<file path="src/rtl/dco_pkg.sv">
// Shared types, widths and helpers for the digitally controlled oscillator.
package dco_pkg;

  localparam int CODE_W   = 8;
  localparam int PERIOD_W = CODE_W + 1;

  typedef enum logic [0:0] {
    IDLE = 1'b0,
    RUN  = 1'b1
  } state_e;

  // Limit a requested half-period code to the legal window [lo, hi].
  function automatic int unsigned clamp_code(input int unsigned v,
                                             input int unsigned lo,
                                             input int unsigned hi);
    if (v < lo) return lo;
    if (v > hi) return hi;
    return v;
  endfunction

endpackage

</file>
<file path="src/rtl/dco_gen_code_stepper.sv">
// Combinational half-period code stepper with saturation at both bounds.
// Simultaneous increment and decrement cancel out.
module code_stepper #(
  parameter int CODE_W = 8,
  parameter int STEP   = 1
) (
  input  logic [CODE_W-1:0] code_i,
  input  logic              inc_i,
  input  logic              dec_i,
  input  logic [CODE_W-1:0] min_i,
  input  logic [CODE_W-1:0] max_i,
  output logic [CODE_W-1:0] code_o
);

  localparam logic [CODE_W:0] STEP_W = (CODE_W+1)'(STEP);

  logic [CODE_W:0] up_w;
  logic [CODE_W:0] dn_floor_w;

  assign up_w       = {1'b0, code_i} + STEP_W;
  assign dn_floor_w = {1'b0, min_i} + STEP_W;

  // Next code: one step up or down, pinned to the bounds, with a wide
  // intermediate so neither direction can wrap.
  always_comb begin
    code_o = code_i;
    if (inc_i && !dec_i) begin
      code_o = (up_w > {1'b0, max_i}) ? max_i : up_w[CODE_W-1:0];
    end else if (dec_i && !inc_i) begin
      code_o = ({1'b0, code_i} < dn_floor_w) ? min_i : (code_i - STEP_W[CODE_W-1:0]);
    end
  end

endmodule

</file>
<file path="src/rtl/dco_gen.sv">
// Digitally controlled oscillator: square wave whose half-period is a
// programmable number of clk cycles, nudged by increment/decrement pulses.
// Corrections land immediately in code but only shape the next half-period.
//
// state | meaning
// IDLE  | ring_out held low, code tracks clamped init_code
// RUN   | half-period counter running, code follows correction pulses
module dco_gen
  import dco_pkg::*;
#(
  parameter int CODE_W     = dco_pkg::CODE_W,
  parameter int MIN_CODE   = 2,
  parameter int MAX_CODE   = 255,
  parameter int STEP       = 1,
  parameter int RESET_CODE = 125
) (
  input  logic              clk,
  input  logic              rst,
  input  logic              ld,
  input  logic [CODE_W-1:0] init_code,
  input  logic              increment,
  input  logic              decrement,
  output logic              ring_out,
  output logic              rise,
  output logic [CODE_W-1:0] code,
  output logic [CODE_W:0]   period,
  output logic              at_min,
  output logic              at_max
);

  localparam logic [0:0]        S_IDLE  = IDLE;
  localparam logic [0:0]        S_RUN   = RUN;
  localparam logic [CODE_W-1:0] MIN_C   = CODE_W'(MIN_CODE);
  localparam logic [CODE_W-1:0] MAX_C   = CODE_W'(MAX_CODE);
  localparam logic [CODE_W-1:0] RESET_C = CODE_W'(RESET_CODE);
  localparam logic [CODE_W-1:0] ONE_C   = CODE_W'(1);

  logic [0:0]        state_q, state_d;
  logic              ring_q, ring_d;
  logic              rise_q, rise_d;
  logic [CODE_W-1:0] cnt_q, cnt_d;
  logic [CODE_W-1:0] code_q, code_d;
  logic [CODE_W-1:0] code_step_w;
  logic [CODE_W-1:0] init_clamped_w;

  assign init_clamped_w = CODE_W'(clamp_code(32'(init_code), 32'(MIN_CODE), 32'(MAX_CODE)));

  code_stepper #(
    .CODE_W (CODE_W),
    .STEP   (STEP)
  ) u_stepper (
    .code_i (code_q),
    .inc_i  (increment),
    .dec_i  (decrement),
    .min_i  (MIN_C),
    .max_i  (MAX_C),
    .code_o (code_step_w)
  );

  // Next-state logic: FSM, half-period counter, waveform and code update.
  always_comb begin
    state_d = state_q;
    ring_d  = ring_q;
    rise_d  = 1'b0;
    cnt_d   = cnt_q;
    code_d  = code_q;
    case (state_q)
      S_IDLE: begin
        ring_d = 1'b0;
        if (!ld) begin
          code_d = init_clamped_w;
        end else begin
          state_d = S_RUN;
          cnt_d   = code_q - ONE_C;
        end
      end
      S_RUN: begin
        if (!ld) begin
          state_d = S_IDLE;
          ring_d  = 1'b0;
          cnt_d   = '0;
          code_d  = init_clamped_w;
        end else begin
          code_d = code_step_w;
          if (cnt_q == '0) begin
            ring_d = ~ring_q;
            rise_d = ~ring_q;
            cnt_d  = code_step_w - ONE_C;
          end else begin
            cnt_d = cnt_q - ONE_C;
          end
        end
      end
      default: state_d = S_IDLE;
    endcase
  end

  // State registers; reset drops the waveform immediately.
  always_ff @(posedge clk or posedge rst) begin
    if (rst) begin
      state_q <= S_IDLE;
      ring_q  <= 1'b0;
      rise_q  <= 1'b0;
      cnt_q   <= '0;
      code_q  <= RESET_C;
    end else begin
      state_q <= state_d;
      ring_q  <= ring_d;
      rise_q  <= rise_d;
      cnt_q   <= cnt_d;
      code_q  <= code_d;
    end
  end

  assign ring_out = ring_q;
  assign rise     = rise_q;
  assign code     = code_q;
  assign period   = {code_q, 1'b0};
  assign at_min   = (code_q == MIN_C);
  assign at_max   = (code_q == MAX_C);

endmodule

</file>
<file path="config.mk">
export PLATFORM = sky130hd
export DESIGN_NAME = dco_gen
export DESIGN_NICKNAME = d
export VERILOG_FILES = /design/src/rtl/dco_pkg.sv /design/src/rtl/dco_gen_code_stepper.sv /design/src/rtl/dco_gen.sv
export SDC_FILE = /design/constraint.sdc
export NUM_CORES = 1
export LEC_CHECK = 0
export CAP_MARGIN = 20
export CORE_AREA = 2 2 62 64
export DETAILED_ROUTE_END_ITERATION = 10
export DIE_AREA = 0 0 64 66
export DONT_BUFFER_PORTS = 1
export PLACE_DENSITY = 0.74
export SLEW_MARGIN = 15
export SYNTH_ARGS = -nofsm -noshare
export SYNTH_HDL_FRONTEND = slang
export SYNTH_SLANG_ARGS = --single-unit
export TNS_END_PERCENT = 30
</file>
<file path="constraint.sdc">
create_clock -name clk -period 3 [get_ports clk]
set_input_delay 0.6 -clock clk [delete_from_list [all_inputs] [get_ports clk]]
set_output_delay 0.6 -clock clk [all_outputs]
set_load 0.1 [all_outputs]
</file>
==> results of run 1 <==
routing by layer:
layer / share of wire [%] / GRT usage [%] / vias up
li1: - / - / 908
met1: 45 / 38.4 / 905
met2: 45 / 39.2 / 82
met3: 7.2 / 3.41 / 12
met4: 2.1 / 8.97 / 0
met5: 0 / 0 / -
cells by family after synthesis:
family                     count (synthesis)  synth area share, %
adders and majority gates                  4                 2.52
buffers and inverters                     38                 12.2
DFF                                       19                 24.3
xor gates and xnor gates                  12                 5.29
AOI/OAI and AO/OA                         85                 30.0
muxes                                      3                 1.57
other                                      1                0.189
and+or+nand+nor                           87                 23.9
power breakdown:
| group | leakage [nW] | internal, mW | switching [mW] | total, mW |
|---|---|---|---|---|
| Sequential | 0.224 | 0.301 | 0.0754 | 0.376 |
| Combinational | 0.580 | 0.193 | 0.414 | 0.607 |
| Clock | 0.0177 | 0.0499 | 0.0911 | 0.141 |
registers in the layout, summed over array words and instances, names as in the netlist:
name and count:
ring_out 1, code 8, state_q 1, cnt_q 8, rise 1
Yosys cell counts, types with 2 or more instances:
cell type	instances
nor3_1	8
nor2_1	21
o311ai_2	2
nor4_1	6
nand2b_1	4
o211a_1	3
ha_1	4
o21ai_0	13
o41ai_1	2
nand3_1	8
nor2b_1	2
a21o_1	3
o31ai_1	2
a22o_1	2
o22ai_1	3
dfstp_2	6
o211ai_1	4
or3b_2	2
nand4_1	3
o21bai_1	3
nand2_1	15
and3_1	4
dfrtp_1	13
mux2i_1	2
inv_1	10
buf_6	4
or4_1	3
buf_4	10
clkbuf_8	3
and4_1	3
xnor2_1	12
clkbuf_1	9
a31oi_1	6
a21oi_1	23
a211oi_1	4
stage by stage:
stage	instances	power (mW)	setup slack [ps]	cell area, um^2
after detailed placement	288	0.972	184	2010
after global routing	292	1.19	20.5	2050
final	292	1.12	127	2050
after floorplan	249	0.903	-275	1990
after CTS	292	1.11	159	2040
after global placement	288	0.967	193	2010
area by class of cell:
class	instances	area (um^2)	area share [%]
tap	48	60.1	2.93
timing repair buffer	18	160	7.81
clock buffer	3	22.5	1.10
clock inverter	1	5.00	0.244
inverter	11	41.3	2.01
multi-input combinational	192	1280	62.2
sequential	19	485	23.7
repair_timing:
item	CTS	global route
resized for setup	0	2
setup endpoints to repair	0	3
hold buffers	0	0
path summary, 6_finish.rpt:
kind	start	to	slack (ps)	depth (start not counted)
max	code[1]$_DFFE_PP0P_	cnt_q[7]$_DFFE_PP0P_	130	8
min	rst	cnt_q[2]$_DFFE_PP0P_	300	1
max reg2reg	code[1]$_DFFE_PP0P_	cnt_q[7]$_DFFE_PP0P_	130	8
min reg2reg	cnt_q[3]$_DFFE_PP0P_	cnt_q[3]$_DFFE_PP0P_	540	2
max in group asynchronous	rst	code[1]$_DFFE_PP0P_	2160	1
min in group clk	ld	state_q$_DFF_PP0_	300	0
==> parameters.txt, run 1 <==
Parameter                              Value

Run status
  Result of the run ... finished, final reports clean

Critical path
  Critical path launch point type ... flop
  Worst path top cell family by delay ... simple AND/OR/NAND/NOR gates
  Largest fanout on the critical path ... 5
  Critical Path, Cell by Cell ... ha_1 > or4_4 > o211ai_2 > a31oi_2 > o21a_1 > or4b_4 > o311ai_2 > nand3_1
  Critical Path Sink Type ... flop
  Critical path start-end classification ... reg2reg
  Slowest cell on crit path ... or4b_4
  Data required time of the critical path ... about 3200 ps
  Sum of buffers and inverters on the critical path ... 0
  Critical path arrival ... 3070 ps
  Crit-path max cell delay ... approximately 570 ps

Floorplan
  FP Rows ... 22
  Die Ht ... 66 um
  Die footprint ... about 4200 um^2
  Count of boundary I/O pins ... 34
  Initial core utilization ... 56.0%
  Width of the chip ... approximately 64 um
  Placeable Area ... 3550 um^2

Global routing
  Number of antenna violations at the first check in global routing ... 0
  Largest net degree at the start of global routing ... 23
  Overflow after GRT ... 0
  Vias in the first global route ... 1,733
  Gr usage total ... a little over a quarter
  Wire length of the first global-routing pass ... 8.53 mm

STA
  Setup Viol. Count Final ... 0
  Clock period minus worst slack ... 2870 ps
  Minimum hold slack ... 298 ps
  Clock skew ... ~1.8 ps
  RSZ-0062 raised after global routing ... false
  Headroom to the max-slew limit ... 36.2%
  Pin slew with the least headroom to its limit ... 957 ps
  TNS Setup ... 0 ps
  Max-slew violation count ... 0
  Upper clock frequency limit ... about 0.35 GHz
  Period utilisation layout ... 95.8%
  Hold Violations, Final ... 0

Synth
  Avg Inst Size Synth ... 7.98 um^2
  EDFF count, synth ... 0
  Cells after Synth ... 249
  Count of warnings emitted by yosys ... 0
  Net count after synthesis ... around 270
  Synth top area share ... ~16%
  Share of flip-flops with an asynchronous set or reset ... 100%
  Leading cell types by total area after synthesis ... dfrtp_1 16%, dfstp_2 7.9%, a21oi_1 5.8%
  Largest area contributor in the synthesized netlist ... dfrtp_1
  Count of different cell masters after synthesis ... 62
  Post-synth top flop ... dfrtp_1
  Flip-flop and latch count after synthesis ... 19
  Area of the mapped netlist ... 1990 um^2
  Sequential share of the synthesized area ... 24.3%

Clock tree
  Buffer depth of the longest clock path ... 2
  Root buffer cell ... clkbuf_4
  Setup Fix Bufs, Post-CTS ... 0
  CTS H-Tree Depth ... 1
  TritonCTS Buffers ... 3
  Register clock-pin slew on the reported worst setup and hold paths ... about 120 ps
  TritonCTS clock tree ... done
  Worst-skew pair later-pin latency ... 310 ps
  CTS Sinks ... 19

Min path
  Path class of the lowest-slack min-delay path ... in2async

Layout
  Commonest non-fill, non-tap cells in the layout ... 22 x a21oi_1, 20 x nor2_1, 16 x buf_4
  FILL cells ... 331
  Post-layout nets ... 262
  Count of inserted antenna diode cells ... 0
  Most frequent standard cell in the layout excluding fill and tap cells ... a21oi_1
  Fraction of final layout cells with drive strength greater than 1 ... 19.7%
  Utilization after layout ... 57.8%
  Layout overhead on the synthesized area ... 3.21%

Drt
  Detailed-router iteration count before antenna repair ... 4
  Routed wire length per instance ... ~18 um
  Via density per instance ... 6.53
  Residual DRC count ... 0
  Detailed Route WL ... 5.24 mm
  Iteration-0 DRC count of the detailed router ... 234
  Via count of the routed design ... 1,907
  Final antenna-violating net count ... 0

Placed design
  # port buffers ... 0
  Post-DP HPWL ... 3.88 mm
  Final RePlAce weighted congestion ... between 0.9 and 1

Pwr
  PD cells ... 548 nW/um^2
  Maximum resistive drop on vdd ... 0.296 mV
  Standby leakage power ... 0.822 nW

Run
  Max cap viols ... 0
(Power assumes the default switching activity.)
==> run 2, diff against run 1 <==
CORE_AREA = 2 2 64 66   (was 2 2 62 64)
DIE_AREA = 0 0 66 68   (was 0 0 64 66)
DONT_BUFFER_PORTS = unset   (was 1)
PLACE_DENSITY = 0.79   (was 0.74)
clock period = 2.7 ns   (was 3 ns; I/O delays follow)
==> parameters.txt, run 2 (synthesized netlist as in run 1, its figures left out) <==
Parameter                              Value

Clock tree
  TritonCTS Buffers ... 3
  CTS Sinks ... 19
  Buffer depth of the longest clock path ... 2
  Register clock-pin slew on the reported worst setup and hold paths ... 90 ps
  Worst-skew pair later-pin latency ... 270 ps
  CTS H-Tree Depth ... 1
  Root buffer cell ... clkbuf_8
  TritonCTS clock tree ... done

Global routing
  Vias in the first global route ... ~2,000
  Overflow after GRT ... 0
  Wire length of the first global-routing pass ... 10.2 mm
  Number of antenna violations at the first check in global routing ... 0
  Gr usage total ... between 20% and 30%
  Largest net degree at the start of global routing ... 20

Layout
  Fraction of final layout cells with drive strength greater than 1 ... 36.9%
  Post-layout instance count excluding filler cells ... approximately 360
  Utilization after layout ... a little over two thirds
  Layout overhead on the synthesized area ... 35.3%
  FILL cells ... between 300 and 400
  Most frequent standard cell in the layout excluding fill and tap cells ... buf_4
  Register Area ... 492 um^2
  Post-layout nets ... 327
  Final design instance area without fill ... ~2700 um^2
  Area of combinational cells with multiple inputs ... roughly 1400 um^2
  Count of inserted antenna diode cells ... 0
  Commonest non-fill, non-tap cells in the layout ... 68 x buf_4, 21 x a21oi_1, 20 x nor2_1

Floorplan
  Width of the chip ... 66 um
  Die footprint ... 4490 um^2
  Initial core utilization ... just over 50%
  FP Rows ... 23
  Count of boundary I/O pins ... 34
  Die Ht ... 68 um
  Placeable Area ... 3860 um^2

Drt
  Residual DRC count ... 0
  Final antenna-violating net count ... 0
  Routed wire length per instance ... between 15 and 20 um
  Detailed Route WL ... 6.49 mm
  Via density per instance ... about 6.3
  Via count of the routed design ... between 2,000 and 2,500
  Iteration-0 DRC count of the detailed router ... approximately 220
  Detailed-router iteration count before antenna repair ... 5

Min path
  Path class of the lowest-slack min-delay path ... reg2reg
  Hold EP ... rise$_DFF_PP0_
  Cells on Worst Hold Path ... 1
  Hold Crit Start ... ring_out$_DFFE_PP0P_

Placed design
  Post-DP HPWL ... roughly 4.8 mm
  Final RePlAce weighted congestion ... 1.00
  Cell total after placement ... 348
  Standard cell area after detailed placement ... 2520 um^2
  # port buffers ... 32

STA
  Headroom to the max-slew limit ... 49.1%
  Hold Violations, Final ... 0
  Pin slew with the least headroom to its limit ... 763 ps
  Period utilisation layout ... 104%
  Clock skew ... 15.6 ps
  Max-slew violation count ... 0
  RSZ-0062 raised after global routing ... true
  Post-layout worst setup margin ... -102 ps
  Upper clock frequency limit ... 0.357 GHz
  Setup Viol. Count Final ... 4
  Clock period minus worst slack ... 2800 ps

Run status
  Violations in the final reports ... negative setup slack
  Result of the run ... finished, violations left

Pwr
  Maximum resistive drop on vdd ... 0.393 mV
  PD cells ... between 500 and 600 nW/um^2
  Standby leakage power ... 1.15 nW
  Total power after layout ... 1.50 mW

Critical path
  Capture point of the worst reg-to-reg path ... cnt_q[7]$_DFFE_PP0P_
  Number of cell instances on the worst register-to-register path ... 9
  Critical path launch point type ... flop
  Critical path arrival ... around 3000 ps
  Critical Path Sink Type ... flop
  R2r setup slk ... -100 ps
  R2R Path Start ... code[0]$_DFFE_PP1P_
  Largest fanout on the critical path ... 6
  Data required time of the critical path ... 2860 ps
  Critical path start-end classification ... reg2reg

Run
  Max cap viols ... 0
==> run 2: cell count changes in the layout (fill, tap and decap cells not counted), moves of 2 or more <==
cell and change:
clkdlybuf4s50_1 +11, ha_2 +2, ha_1 -3, clkbuf_8 +3
clkbuf_4 -3, nor3_1 -2, buf_4 +52
==> run 2: where the power goes <==
group	leakage (nW)	internal (mW)	switching [mW]	total, mW
clock	0.0255	0.103	0.107	0.210
combinational	0.901	0.338	0.553	0.891
sequential	0.225	0.336	0.0668	0.403
total	1.15	0.777	0.727	1.50
==> run 2: critical path, cell delays in order (launching register included) <==
cell,delay [ps]
dfstp_4,510
ha_4,160
or4_4,460
o21ai_4,220
buf_4,140
o311ai_2,140
a211oi_2,190
or4b_4,520
o311ai_4,240
nand3_1,100
==> run 2: area by class of cell <==
class	count	share of cell area, %
clock inverters	1	0.186
well taps	50	2.33
repair buffers	83	25.5
inverters	11	1.54
multi-input cells	192	50.7
flip-flops and latches	19	18.3
clock buffers	3	1.54
==> run 2: worst max path at each step <==
stage                              from                   end  slack (ps)  depth (start not counted)
finish              code[0]$_DFFE_PP1P_  cnt_q[7]$_DFFE_PP0P_        -100                          9
global route        code[0]$_DFFE_PP1P_  cnt_q[6]$_DFFE_PP0P_        -210                         11
CTS                 code[0]$_DFFE_PP1P_  cnt_q[7]$_DFFE_PP0P_           2                          9
detailed placement            decrement  cnt_q[6]$_DFFE_PP0P_        -330                         12
global placement              decrement  cnt_q[6]$_DFFE_PP0P_        -230                         12
floorplan           code[1]$_DFFE_PP0P_  cnt_q[7]$_DFFE_PP0P_        -130                          9
==> run 2: what timing repair did <==
| item | 4_1_cts | 5_1_grt |
|---|---|---|
| pin swaps | 1 | 9 |
| hold buffers | 0 | 0 |
| resized for setup | 4 | 11 |
| setup buffers | 1 | 6 |
| setup endpoints to repair | 3 | 6 |
==> run 2: per-layer routing <==
layer  vias up  track usage, %  share of wire (%)
li1       1037               -                  -
met1      1077            40.6                 42
met2       113            48.0                 47
met3        21            4.28                7.3
met4         0            13.3                3.0
met5         -               0                  0
==> run 2: through the flow <==
step / setup slack [ps] / hold slack, ps / setup TNS [ps]
after CTS: 2.17 / 492 / 0
after global placement: -228 / 470 / -999
final: -102 / 487 / -202
after floorplan: -126 / 478 / -335
after detailed placement: -328 / 481 / -1440
after global routing: -210 / 532 / -732
